--- src/rtl/diff_scan_unit.sv ---
// Multi-cycle first-differing-bit scanner: XORs two operands and walks the
// difference vector CHUNK bits per cycle from the LSB or MSB end.
module diff_scan_unit #(
   parameter int WIDTH = 32,
   parameter int CHUNK = 8,
   parameter int IDX_W = $clog2(WIDTH)
) (
   input  logic             clk,
   input  logic             rst,
   input  logic             in_valid,
   output logic             in_ready,
   input  logic [WIDTH-1:0] op_a,
   input  logic [WIDTH-1:0] op_b,
   input  logic             dir,
   output logic             out_valid,
   input  logic             out_ready,
   output logic [IDX_W-1:0] index,
   output logic             equal
);

   localparam int NCH   = WIDTH / CHUNK;
   localparam int PW    = (NCH > 1) ? $clog2(NCH) : 1;
   localparam int OFF_W = (CHUNK > 1) ? $clog2(CHUNK) : 1;

   typedef enum logic [1:0] {
      IDLE = 2'd0,
      SCAN = 2'd1,
      DONE = 2'd2
   } state_t;

   state_t              state_r;
   logic [WIDTH-1:0]    x_r;
   logic                dir_r;
   logic [PW-1:0]       p_r;
   logic [IDX_W-1:0]    index_r;
   logic                equal_r;
   logic                in_ready_r;
   logic                out_valid_r;

   logic [PW-1:0]       chunk_idx_s;
   logic [IDX_W-1:0]    base_s;
   logic [CHUNK-1:0]    chunk_s;
   logic [OFF_W-1:0]    off_s;
   logic [IDX_W-1:0]    idx_s;

   function automatic logic [OFF_W-1:0] lowest_set(input logic [CHUNK-1:0] v);
      logic [OFF_W-1:0] pos;
      pos = '0;
      for (int i = CHUNK - 1; i >= 0; i--) begin
         if (v[i]) begin
            pos = OFF_W'(i);
         end
      end
      return pos;
   endfunction

   function automatic logic [OFF_W-1:0] highest_set(input logic [CHUNK-1:0] v);
      logic [OFF_W-1:0] pos;
      pos = '0;
      for (int i = 0; i < CHUNK; i++) begin
         if (v[i]) begin
            pos = OFF_W'(i);
         end
      end
      return pos;
   endfunction

   // Select the chunk under inspection and locate its candidate bit
   always_comb begin
      chunk_idx_s = '0;
      base_s      = '0;
      chunk_s     = '0;
      off_s       = '0;
      idx_s       = '0;
      // MSB-first walks the chunks from the top down
      chunk_idx_s = dir_r ? (PW'(NCH - 1) - p_r) : p_r;
      base_s      = IDX_W'(chunk_idx_s) * IDX_W'(CHUNK);
      chunk_s     = CHUNK'(x_r >> base_s);
      off_s       = dir_r ? highest_set(chunk_s) : lowest_set(chunk_s);
      idx_s       = base_s + IDX_W'(off_s);
   end

   // Control FSM with registered handshake and result outputs
   always_ff @(posedge clk) begin
      if (rst) begin
         state_r     <= IDLE;
         x_r         <= '0;
         dir_r       <= 1'b0;
         p_r         <= '0;
         index_r     <= '0;
         equal_r     <= 1'b0;
         in_ready_r  <= 1'b1;
         out_valid_r <= 1'b0;
      end else begin
         case (state_r)
            IDLE: begin
               if (in_valid) begin
                  x_r        <= op_a ^ op_b;
                  dir_r      <= dir;
                  p_r        <= '0;
                  in_ready_r <= 1'b0;
                  state_r    <= SCAN;
               end
            end
            SCAN: begin
               if (chunk_s != '0) begin
                  index_r     <= idx_s;
                  equal_r     <= 1'b0;
                  out_valid_r <= 1'b1;
                  state_r     <= DONE;
               end else if (p_r == PW'(NCH - 1)) begin
                  index_r     <= '0;
                  equal_r     <= 1'b1;
                  out_valid_r <= 1'b1;
                  state_r     <= DONE;
               end else begin
                  p_r <= p_r + PW'(1);
               end
            end
            DONE: begin
               if (out_ready) begin
                  out_valid_r <= 1'b0;
                  in_ready_r  <= 1'b1;
                  state_r     <= IDLE;
               end
            end
            default: begin
               state_r     <= IDLE;
               in_ready_r  <= 1'b1;
               out_valid_r <= 1'b0;
            end
         endcase
      end
   end

   assign in_ready  = in_ready_r;
   assign out_valid = out_valid_r;
   assign index     = index_r;
   assign equal     = equal_r;

endmodule

--- config.mk ---
export PLATFORM = sky130hd
export DESIGN_NAME = diff_scan_unit
export DESIGN_NICKNAME = d
export VERILOG_FILES = /design/src/rtl/diff_scan_unit.sv
export SDC_FILE = /design/constraint.sdc
export NUM_CORES = 1
export LEC_CHECK = 0
export CAP_MARGIN = 20
export CORE_ASPECT_RATIO = 0.7
export CORE_MARGIN = 2
export CORE_UTILIZATION = 33
export CTS_BUF_LIST = sky130_fd_sc_hd__clkbuf_4 sky130_fd_sc_hd__clkbuf_8
export CTS_CLUSTER_DIAMETER = 100
export DETAILED_ROUTE_END_ITERATION = 8
export SLEW_MARGIN = 10
export SYNTH_ARGS = -nofsm -noshare
export SYNTH_HDL_FRONTEND = slang
export SYNTH_SLANG_ARGS = --single-unit
--- constraint.sdc ---
create_clock -name clk -period 2.9 [get_ports clk]
set_input_delay 0.725 -clock clk [delete_from_list [all_inputs] [get_ports clk]]
set_output_delay 0.725 -clock clk [all_outputs]
set_load 0.05 [all_outputs]
## Yosys cells after proc, flatten, opt, wreduce, memory -nomap -nowiden

Index checks and enable logic that the tools add are counted.

- Add/sub/neg operators: 3
- Equality and inequality tests: 8
- Shift-type cells: 1
- Mux-type cells: 36
- Bitwise logic cells: 3
- Reductions and logical operators: 10

Operators by type and width:

| kind | number |
|---|---|
| $mux W3 | 15 |
| $shr A32 B5 Y8 | 1 |
| $xor A32 B32 Y32 | 1 |
| $mux W2 | 8 |
| $mux W5 | 2 |
| $reduce_and A3 Y1 | 3 |
| $ne A2 B2 Y1 const B | 4 |
| $reduce_bool A8 Y1 | 1 |
| $mux W1 | 7 |
| $pmux W1 S3 | 2 |
| $pmux W2 S3 | 1 |
| $add A5 B3 Y5 | 1 |
| $eq A2 B2 Y1 const B | 2 |
| $pmux W2 S2 | 1 |
| $reduce_and A2 Y1 | 2 |
| $reduce_and A4 Y1 | 1 |
| $reduce_bool A2 Y1 | 2 |
| $ne A3 B3 Y1 const B | 1 |
| $add A2 B1 Y2 const B | 1 |
| $eq A2 B1 Y1 const B | 1 |
| $logic_not A2 Y1 | 1 |
| $not A1 Y1 | 2 |
| $sub A2 B2 Y2 const A | 1 |

- Flip-flop bits (word level): 45
- Output and inout port bits: 8
- Word-level logic and storage cells: 69

## Longest topological paths before layout

Gate-level depths: netlist of the first run.

- Depth after elaboration: 14
- Gate-level depth with buffers: 9
- Depth with buffers taken out: 6

## Worst setup path after synthesis of the first run

Ideal clock, no wire load.

- Path type: flip-flop to flip-flop
- From: register p_r[0]
- To: register p_r[0]
- Arrival time: 2,186 ps
- Data required time: 2,833 ps
- Path slack: 647 ps
- Cell stages (with the launch flop): 7
- Buffers on the path: 1
- Period minus slack after synthesis: 2,253 ps
- Cell sequence: dfxtp_1 > buf_2 > xor2_2 > mux4_2 > or3_4 > or3_1 > a21oi_2

- Cells in the longest elaborated chain, start to end: 6

RTL lines:

| item | line | source |
|---|---|---|
| start, declared | 34 | `logic [PW-1:0] p_r;` |
| start signal, assigned | 117 | `p_r <= p_r + PW'(1);` |
| $sub A2 B2 Y2 | 76 | `chunk_idx_s = dir_r ? (PW'(NCH - 1) - p_r) : p_r;` |
| $mux W2 | 76 |  |
| $shr A32 B5 Y8 | 78 | `chunk_s = CHUNK'(x_r >> base_s);` |
| $reduce_bool A8 Y1 | 106 | `if (chunk_s != '0) begin` |
| $ne A2 B2 Y1 (no source line) | -- |  |
| $reduce_and A4 Y1 (no source line) | -- |  |

Several ways; a longest one is shown, not always the timed one. The select of a mux whose other input is x is not followed.
A chain may end at the register's enable or synchronous reset.

## Worst setup path after layout of the first run

- From: register dir_r
- To: register p_r[0]

- Cells in the longest elaborated chain, start to end: 5

RTL lines:

| item | line | source |
|---|---|---|
| start, declared | 33 | `logic dir_r;` |
| start signal, assigned | 99 | `dir_r <= dir;` |
| $mux W2 | 76 |  |
| $shr A32 B5 Y8 | 78 |  |
| $reduce_bool A8 Y1 | 106 |  |
| $ne A2 B2 Y1 (no source line) | -- |  |
| $reduce_and A4 Y1 (no source line) | -- |  |

No other way between the ends.

==> results of run 1 <==
-- logic make-up (layout without fill, tap and decap cells) --
family          Yosys count  in the layout  synth area share
buf+inv                  28            102            0.0417
compound gates           76             76             0.196
mux                      15             15             0.101
flops                    45             45             0.345
fa+ha+maj                 1              1           0.00479
xor+xnor                 34             34             0.117
simple gates            105            105             0.195
-- stage by stage --
| step | setup WS, ns | hold slack [ns] | area, um^2 |
|---|---|---|---|
| 2_1_floorplan | 0.647 | 0.473 | 2610 |
| 3_3_place_gp | 0.312 | 0.462 | 3490 |
| 3_5_place_dp | 0.264 | 0.475 | 3490 |
| 4_1_cts | 0.232 | 0.488 | 3630 |
| 5_1_grt | 0.0661 | 0.506 | 3630 |
| 6_report | 0.278 | 0.483 | 3630 |
-- routing by layer --
layer / track usage / vias to the layer above
met1: 0.238 / 1095
met3: 0.0407 / 6
met5: 0 / -
met4: 0.0338 / 0
met2: 0.237 / 89
li1: - / 1243
-- final timing paths --
kind / endpoint / slack [ns]
setup reg to reg: p_r[0]$_SDFFE_PP0P_ / 0.28
hold reg to reg: out_valid$_SDFFE_PP0P_ / 0.48
hold / removal: out_valid$_SDFFE_PP0P_ / 0.48
setup / recovery: p_r[0]$_SDFFE_PP0P_ / 0.28
-- flip-flops by register name (all words and copies together), names as in the netlist --
register   flops
x_r           32
index          5
p_r            2
state_r        2
dir_r          1
equal          1
in_ready       1
out_valid      1
-- placed cells by master (no fill, tap or decap), drive strengths merged, types with 2 or more instances in the layout --
master         count
a211oi            33
a21oi             20
a221oi             2
a22oi              3
buf                8
bufinv             2
clkbuf             5
clkdlybuf4s50     76
dfxtp             45
inv               11
mux2               2
mux2i              5
mux4               8
nand2              9
nand2b             3
nand3b             4
nor2              59
nor2b              5
nor3               7
o211ai             2
o21ai              7
o22ai              2
or3                3
or3b               2
or4                8
xnor2             33
-- final cells by class --
type / count / share of cell area
clock inverters: 3 / 0.0190
inverters: 10 / 0.0103
multi-input cells: 231 / 0.443
repair buffers: 84 / 0.226
clock buffers: 5 / 0.0190
flip-flops and latches: 45 / 0.248
well taps: 101 / 0.0348
-- power by group through the flow --
| stage | logic [mW] | clock network, mW | registers (mW) |
|---|---|---|---|
| detailed placement | 0.568 | 0 | 0.774 |
| CTS | 0.573 | 0.588 | 0.759 |
| global route | 0.634 | 0.614 | 0.771 |
| global placement | 0.565 | 0 | 0.772 |
| finish | 0.570 | 0.579 | 0.760 |
| floorplan | 0.352 | 0 | 0.775 |
-- worst min-delay path, cell delays in order, from the launching register on --
cell,delay [ns]
dfxtp_1,0.32
nand2b_1,0.06
a21oi_1,0.06
==> metrics.md, run 1 <==
| Metric | Value |
|---|---|
| Status | completed |
| Initial antenna violation count | 0 |
| Vias per inst | 5.08 |
| Hold Path Class | reg2reg |
| Layout cell share with drive strength beyond 1 | 0.0794 |
| EDFF count, synth | 0 |
| Worst-case reg-to-reg path depth | 5 |
| Fin util | 0.467 |
| Met2 Routed Length | 2770 um |
| Combinational power share | 0.298 |
| Post-CTS sizing | 0 |
| Via Count | 2,433 |
| #FFs+latches synth | 45 |
| # port buffers | 76 |
| Synth area leader | dfxtp_1 |
| Synth Flop Type | dfxtp_1 |
| Switching power share of the total | 0.303 |
| Inserted Diodes | 0 |
| Crit start category | flip-flop |
| TritonCTS Sinks | 45 |
| Die Ht | 78.4 um |
| WHS Path Cells | 2 |
| Slew HR | 0.348 |
| Max Cap Viol | 0 |
| Worst path depth | 5 |
| Final nets | 447 |
| Setup crit end kind | flip-flop |
| PnR Total Power | 1.91 mW |
| Met1 wire length | 3220 um |
| Fin crit period | 2.62 ns |
| GRT Total Usage | 0.162 |
| GP Congestion | 0.880 |
| Clk pwr share | 0.303 |
| Type of the worst setup path | reg2reg |
| Post-DRT Antenna Nets | 0 |
| Vias in the first global route | 2,239 |
| GRT Residual Overflow | 0 |
| Switch Pwr | 0.578 mW |
| Worst reg2reg startpoint | dir_r$_SDFFE_PP0P_ |
| Fmax | 0.381 GHz |
| Setup repair bufs after CTS | 0 |
| DRC | 0 |
| Post-synth top area share | 0.345 |
| Post-Layout Cell Count | 479 |
| CTS tree | done |
| Crit path max fanout | 9 |
| Setup TNS | 0 ns |
| CP bufs+invs | 0 |
| Synth cell count leaders | 59 x nor2_1, 45 x dfxtp_1, 33 x a211oi_1, 33 x xnor2_1, 19 x a21oi_1 |
| Final setup vio count | 0 |
| Ys Warns | 0 |
| Row cnt | 27 |
| Mapped Nets | 374 |
| Dpl cells | 471 |
| Worst clock skew | 0.00348 ns |
| DPL Wire Length | 5050 um |
| Max-slew violation count | 0 |
| Crit path max-delay family | XOR/XNOR gates |
| Share of flip-flops with an asynchronous set or reset | 0 |
| DR top layer | met4 |
| Pwr dens | 526 nW/um^2 |
| Synth Cell Area | 2610 um^2 |
| Die ar. | 8650 um^2 |
| CORE AREA | 7770 um^2 |
| Cts bufs inserted | 5 |
| Final WL | 6530 um |
| HP Start | out_valid$_SDFFE_PP0P_ |
| Worst slew pin tran | 0.970 ns |
| Crit share post-route | 0.904 |
| Avg WL per Cell | 13.6 um |
| Multi-input logic area | 1610 um^2 |
| First-pass GRT wire length | 10,900 um |
| Crit path largest cell delay | 0.77 ns |
| Routed wl met3 | 482 um |
| RSZ-0062 raised after global routing | false |
| Average size of a mapped cell | 8.59 um^2 |
| Sequential share of power | 0.398 |
| Fillers | 776 |
| H-tree depth | 2 |
| Clock Path Buffers | 2 |
| Clock Latency Late Sink | 0.31 ns |
| Internal | 1.33 mW |
| Worst endpoint required time | 3.15 ns |
| Top-count cell post-synth | nor2_1 |
| Most area-consuming cells after synthesis | dfxtp_1 34%, xnor2_1 11%, a211oi_1 9.5%, nor2_1 8.5%, mux4_2 4.3% |
| Peak VDD IR | 0.200 mV |
| Worst path slowest cell | xnor2_1 |
| Detailed Route Iter0 Violations | 86 |
| Leak Pwr | 1.28 nW |
| Largest net degree at the start of global routing | 48 |
| Sequential share of the synthesized area | 0.345 |
| IO Count | 77 |
| Fin. Hold Viols | 0 |
| Syn Inst Count | 304 |
| Initial core utilization | 0.336 |
| Crit path DAT | 2.87 ns |
| Reg clk slew, reported paths | 0.09 ns |
| Post-synth cell types | 42 |
| Area Growth Syn to Fin | 39.0% |
| Detailed Routing Iterations Pass 1 | 4 |
| Crit path from | dir_r$_SDFFE_PP0P_ |
| CTS hold repair buffers | 0 |
| Crit-path cells | xnor2_1 -> mux4_2 -> or3_4 -> or3_1 -> a21oi_2 |
| Sequential Area | 901 um^2 |
| Root Driver | clkbuf_8 |
| Die width | 110 um |
No activity file was read; power rests on OpenSTA's default activity.
==> inputs of run 2 (changes only) <==
ABC_CLOCK_PERIOD_IN_PS = 2900   (was default)
CORE_UTILIZATION = 40   (was 33)
PLACE_DENSITY = 0.69   (was default)
==> run 2 against run 1 <==
Compared with the run above:
- via count fell by 0.37%
- power shrank 4.2%
- flip-flop and latch count unchanged
- clock power fell by 14%
- sequential share of layout area grew 0.32 points
- combinational power hardly changed
- global-route usage is 2.9 points higher
- worst hold slack got worse by 0.0045 ns
- maximum frequency grew 1.0%
- critical endpoint unchanged
==> metrics.md, run 2 (synthesis results as in run 1) <==
| Metric | Value |
|---|---|
| Clock Path Buffers | 2 |
| IO Count | 77 |
| Detailed Route Iter0 Violations | 182 |
| Cts bufs inserted | 5 |
| Crit share post-route | 0.895 |
| Inserted Diodes | 0 |
| Most common cell after layout, fill and taps aside | clkdlybuf4s50_1 |
| DRC | 0 |
| Worst-case reg-to-reg path depth | 5 |
| Most frequent cells in the layout | 76 x clkdlybuf4s50_1, 59 x nor2_1, 45 x dfxtp_1 |
| Post-CTS sizing | 0 |
| GRT Residual Overflow | 0 |
| Largest Register | x_r |
| RSZ-0062 raised after global routing | false |
| Final nets | 447 |
| Reg clk slew, reported paths | 0.08 ns |
| Area Growth Syn to Fin | 37.2% |
| Status | completed |
| Via Count | 2,424 |
| Avg WL per Cell | 14.3 um |
| GRT Total Usage | 0.191 |
| Die Ht | 71.6 um |
| Final setup vio count | 0 |
| Clock Latency Late Sink | 0.29 ns |
| Post-DRT Antenna Nets | 0 |
| DPL Wire Length | 5120 um |
| Fin. Hold Viols | 0 |
| Largest net degree at the start of global routing | 46 |
| Final worst setup slack | 0.305 ns |
| Die width | 101 um |
| Fmax | 0.385 GHz |
| Max Cap Viol | 0 |
| # port buffers | 76 |
| CTS hold repair buffers | 0 |
| Pwr dens | 510 nW/um^2 |
| R2R Setup Slk | 0.31 ns |
| Crit path DAT | 2.83 ns |
| Crit path max fanout | 9 |
| Initial antenna violation count | 0 |
| Max reg flops | 32 |
| Setup repair bufs after CTS | 0 |
| Setup crit end kind | flip-flop |
| First-pass GRT wire length | 10,800 um |
| TritonCTS Sinks | 45 |
| Initial core utilization | 0.416 |
| Fin crit period | 2.59 ns |
| Vias in the first global route | 2,214 |
| Layout cell share with drive strength beyond 1 | 0.0794 |
| Setup TNS | 0 ns |
| H-tree depth | 2 |
| Leak Pwr | 1.27 nW |
| Vias per inst | 5.32 |
| WHS Path Cells | 2 |
| Peak VDD IR | 0.243 mV |
| Worst endpoint required time | 3.13 ns |
| CTS tree | done |
| CORE AREA | 6280 um^2 |
| Crit start category | flip-flop |
| Worst path slowest cell | xnor2_1 |
| Pre-CTS WS | 0.320 ns |
| Root Driver | clkbuf_8 |
| Crit path largest cell delay | 0.74 ns |
| Detailed Routing Iterations Pass 1 | 4 |
| Die ar. | 7200 um^2 |
| Type of the worst setup path | reg2reg |
| Hold Path Class | reg2reg |
| Crit-path cells | xnor2_1 -> mux4_2 -> or3_4 -> or3_1 -> a21oi_2 |
| Worst clock skew | 0.00560 ns |
| Slew HR | 0.384 |
| Max-slew violation count | 0 |
| Row cnt | 24 |
| GP Congestion | 0.869 |
| Worst slew pin tran | 0.918 ns |
| Final WL | 6510 um |
run 2: critical path, delay by kind of cell (launching register included):
kind,cells,cell delay (ns)
muxes,1,0.64
AOI/OAI and AO/OA,1,0.13
DFF,1,0.33
xor gates and xnor gates,1,0.74
and+or+nand+nor,2,0.69
run 2: per-stage QoR:
stage                      util  total power, mW  instances  hold WS, ns  area (um^2)
after floorplan               -             1.13        304        0.473         2610
after CTS                 0.571             1.84        456        0.479         3580
after global placement    0.552             1.34        448        0.464         3460
final                     0.571             1.83        456        0.478         3580
after global routing      0.571             1.95        456        0.504         3580
after detailed placement  0.552             1.34        448        0.464         3460
run 2: final cells by class:
type / count / area [um^2]
fillers: 554 / 2690
flip-flops and latches: 45 / 901
multi-input cells: 231 / 1610
repair buffers: 84 / 821
clock inverters: 1 / 30.0
inverters: 10 / 37.5
clock buffers: 7 / 90.1
well taps: 78 / 97.6
run 2: final timing paths:
kind	endpoint	from
worst max register to register	p_r[0]$_SDFFE_PP0P_	dir_r$_SDFFE_PP0P_
worst max-delay path	p_r[0]$_SDFFE_PP0P_	dir_r$_SDFFE_PP0P_
worst min-delay path	out_valid$_SDFFE_PP0P_	out_valid$_SDFFE_PP0P_
worst min register to register	out_valid$_SDFFE_PP0P_	out_valid$_SDFFE_PP0P_
run 2: where the power goes:
part / total [mW] / switching [mW] / internal, mW
Sequential: 0.760 / 0.0771 / 0.683
Clock: 0.497 / 0.207 / 0.290
Combinational: 0.571 / 0.271 / 0.301
Total: 1.83 / 0.555 / 1.27
run 2: routing by layer:
| layer | share of wire | vias up | GRT usage |
|---|---|---|---|
| met5 | 0 | - | 0 |
| met4 | 0.0045 | 0 | 0.0320 |
| met2 | 0.42 | 106 | 0.286 |
| met1 | 0.49 | 1065 | 0.284 |
| li1 | - | 1249 | - |
| met3 | 0.086 | 4 | 0.0468 |
==> inputs of run 3 (changes only) <==
ABC_CLOCK_PERIOD_IN_PS = 2600   (was 2900)
PLACE_DENSITY = 0.71   (was 0.69)
SLEW_MARGIN = 20   (was 10)
clock period = 2.6 ns   (was 2.9 ns; I/O delays follow)
==> run 3 against run 2 <==
Compared with the run above:
- combinational power is 18% higher
- via count is 1.2% higher
- wire length is 1.2% higher
- final cell count is 1.3% higher
- critical path depth stayed put
- worst hold slack worse by 0.00056 ns
- clock power is 25% higher
- die area stayed put
- design area is 2.0% higher
- register-to-register slack worse by 0.14 ns
- largest power group unchanged
- highest routed layer unchanged
==> metrics.md, run 3 (synthesis results as in run 1) <==
| Metric | Value |
|---|---|
| Status | completed |
| Type of the worst setup path | reg2reg |
| Pwr dens | 583 nW/um^2 |
| Reg clk slew, reported paths | 0.08 ns |
| Sequential share of power | 0.393 |
| CTS tree | done |
| GP Congestion | 0.897 |
| Crit path max fanout | 5 |
| Fin util | 0.582 |
| Initial antenna violation count | 0 |
| Fin. Hold Viols | 0 |
| Worst clock skew | 0.00474 ns |
| Avg WL per Cell | 14.3 um |
| Post-DRT Antenna Nets | 0 |
| Post-CTS sizing | 0 |
| Layout cell share with drive strength beyond 1 | 0.0938 |
| RSZ-0062 raised after global routing | false |
| Via Count | 2,453 |
| Crit start category | flip-flop |
| Dpl cells | 454 |
| Row cnt | 24 |
| Slew HR | 0.668 |
| Fillers | 583 |
| Largest Register | x_r |
| Post-Layout Cell Count | 462 |
| Die ar. | 7200 um^2 |
| DPL Wire Length | 5140 um |
| CORE AREA | 6280 um^2 |
| Most frequent cells in the layout | 76 x clkdlybuf4s50_1, 59 x nor2_1, 45 x dfxtp_1 |
| Clock Latency Late Sink | 0.30 ns |
| Combinational power share | 0.316 |
| GRT Total Usage | 0.191 |
| Area Growth Syn to Fin | 40.0% |
| Detailed Routing Iterations Pass 1 | 4 |
| First-pass GRT wire length | 10,800 um |
| Die Ht | 71.6 um |
| Final WL | 6590 um |
| Crit share post-route | 0.938 |
| Die width | 101 um |
| Clk pwr share | 0.290 |
| H-tree depth | 2 |
| Setup crit end kind | flip-flop |
| CTS hold repair buffers | 0 |
| Final nets | 453 |
| Most common cell after layout, fill and taps aside | clkdlybuf4s50_1 |
| # port buffers | 76 |
| Root Driver | clkbuf_8 |
| Final setup vio count | 0 |
| Inserted Diodes | 0 |
| Crit path DAT | 2.67 ns |
| Max reg flops | 32 |
| Setup repair bufs after CTS | 0 |
| Cts bufs inserted | 5 |
| Internal | 1.50 mW |
| Worst endpoint required time | 2.83 ns |
| R2R Setup Slk | 0.16 ns |
| Setup TNS | 0 ns |
| Switch Pwr | 0.636 mW |
| Fin crit period | 2.44 ns |
| Pre-CTS WS | 0.232 ns |
| DRC | 0 |
| Max-slew violation count | 0 |
| Fmax | 0.410 GHz |
| IO Count | 77 |
| Max Cap Viol | 0 |
| TritonCTS Sinks | 45 |
| Worst slew pin tran | 0.496 ns |
| Detailed Route Iter0 Violations | 138 |
| Vias in the first global route | 2,283 |
| Switching power share of the total | 0.298 |
| Final worst setup slack | 0.162 ns |
| Vias per inst | 5.31 |
| Largest net degree at the start of global routing | 46 |
| Clock Path Buffers | 2 |
| Leak Pwr | 1.31 nW |
| Hold Path Class | reg2reg |
| GRT Residual Overflow | 0 |
| Peak VDD IR | 0.259 mV |
| Initial core utilization | 0.416 |
run 3: cell count changes in the layout (fill, tap and decap cells not counted), sizes merged:
cell    change
buf         +6
bufinv      +1
clkbuf      -2
clkinv      +1
run 3: final timing paths:
check / startpoint / to / depth (start not counted)
max: x_r[16]$_SDFFE_PP0P_ / p_r[0]$_SDFFE_PP0P_ / 5
min: out_valid$_SDFFE_PP0P_ / out_valid$_SDFFE_PP0P_ / 2
max reg2reg: x_r[16]$_SDFFE_PP0P_ / p_r[0]$_SDFFE_PP0P_ / 5
min reg2reg: out_valid$_SDFFE_PP0P_ / out_valid$_SDFFE_PP0P_ / 2
run 3: final cells by class:
cell class                 count  area, um^2  share of cell area
tap                           78        97.6              0.0267
clock buffer                   5        68.8              0.0188
multi-input combinational    231        1610               0.440
clock inverter                 3        65.1              0.0178
timing repair buffer          90         878               0.240
inverter                      10        37.5              0.0103
sequential                    45         901               0.246
run 3: per-layer routing:
layer / part of all wire / vias to the layer above / global-route usage
met2: 0.42 / 99 / 0.293
li1: - / 1247 / -
met1: 0.48 / 1102 / 0.279
met4: 0.0056 / 0 / 0.0457
met3: 0.095 / 5 / 0.0390
met5: 0 / - / 0
run 3: critical path, cell delays in order, from the launching register on:
cell and delay (ns):
dfxtp_1 0.38, or4_1 0.60, mux4_2 0.55, or3_4 0.37, or3_1 0.33, a21oi_2 0.14
run 3: power groups by stage:
stage / combinational, mW / clock [mW] / sequential, mW
global route: 0.741 / 0.659 / 0.849
finish: 0.674 / 0.619 / 0.839
CTS: 0.671 / 0.631 / 0.837
global placement: 0.659 / 0 / 0.850
detailed placement: 0.668 / 0 / 0.853
floorplan: 0.393 / 0 / 0.865
run 3: per-stage QoR:
step | area [um^2] | hold slack [ns] | power (mW)
2_1_floorplan | 2610 | 0.473 | 1.26
3_3_place_gp | 3520 | 0.462 | 1.51
3_5_place_dp | 3520 | 0.470 | 1.52
4_1_cts | 3650 | 0.482 | 2.14
5_1_grt | 3650 | 0.521 | 2.25
6_report | 3650 | 0.478 | 2.13
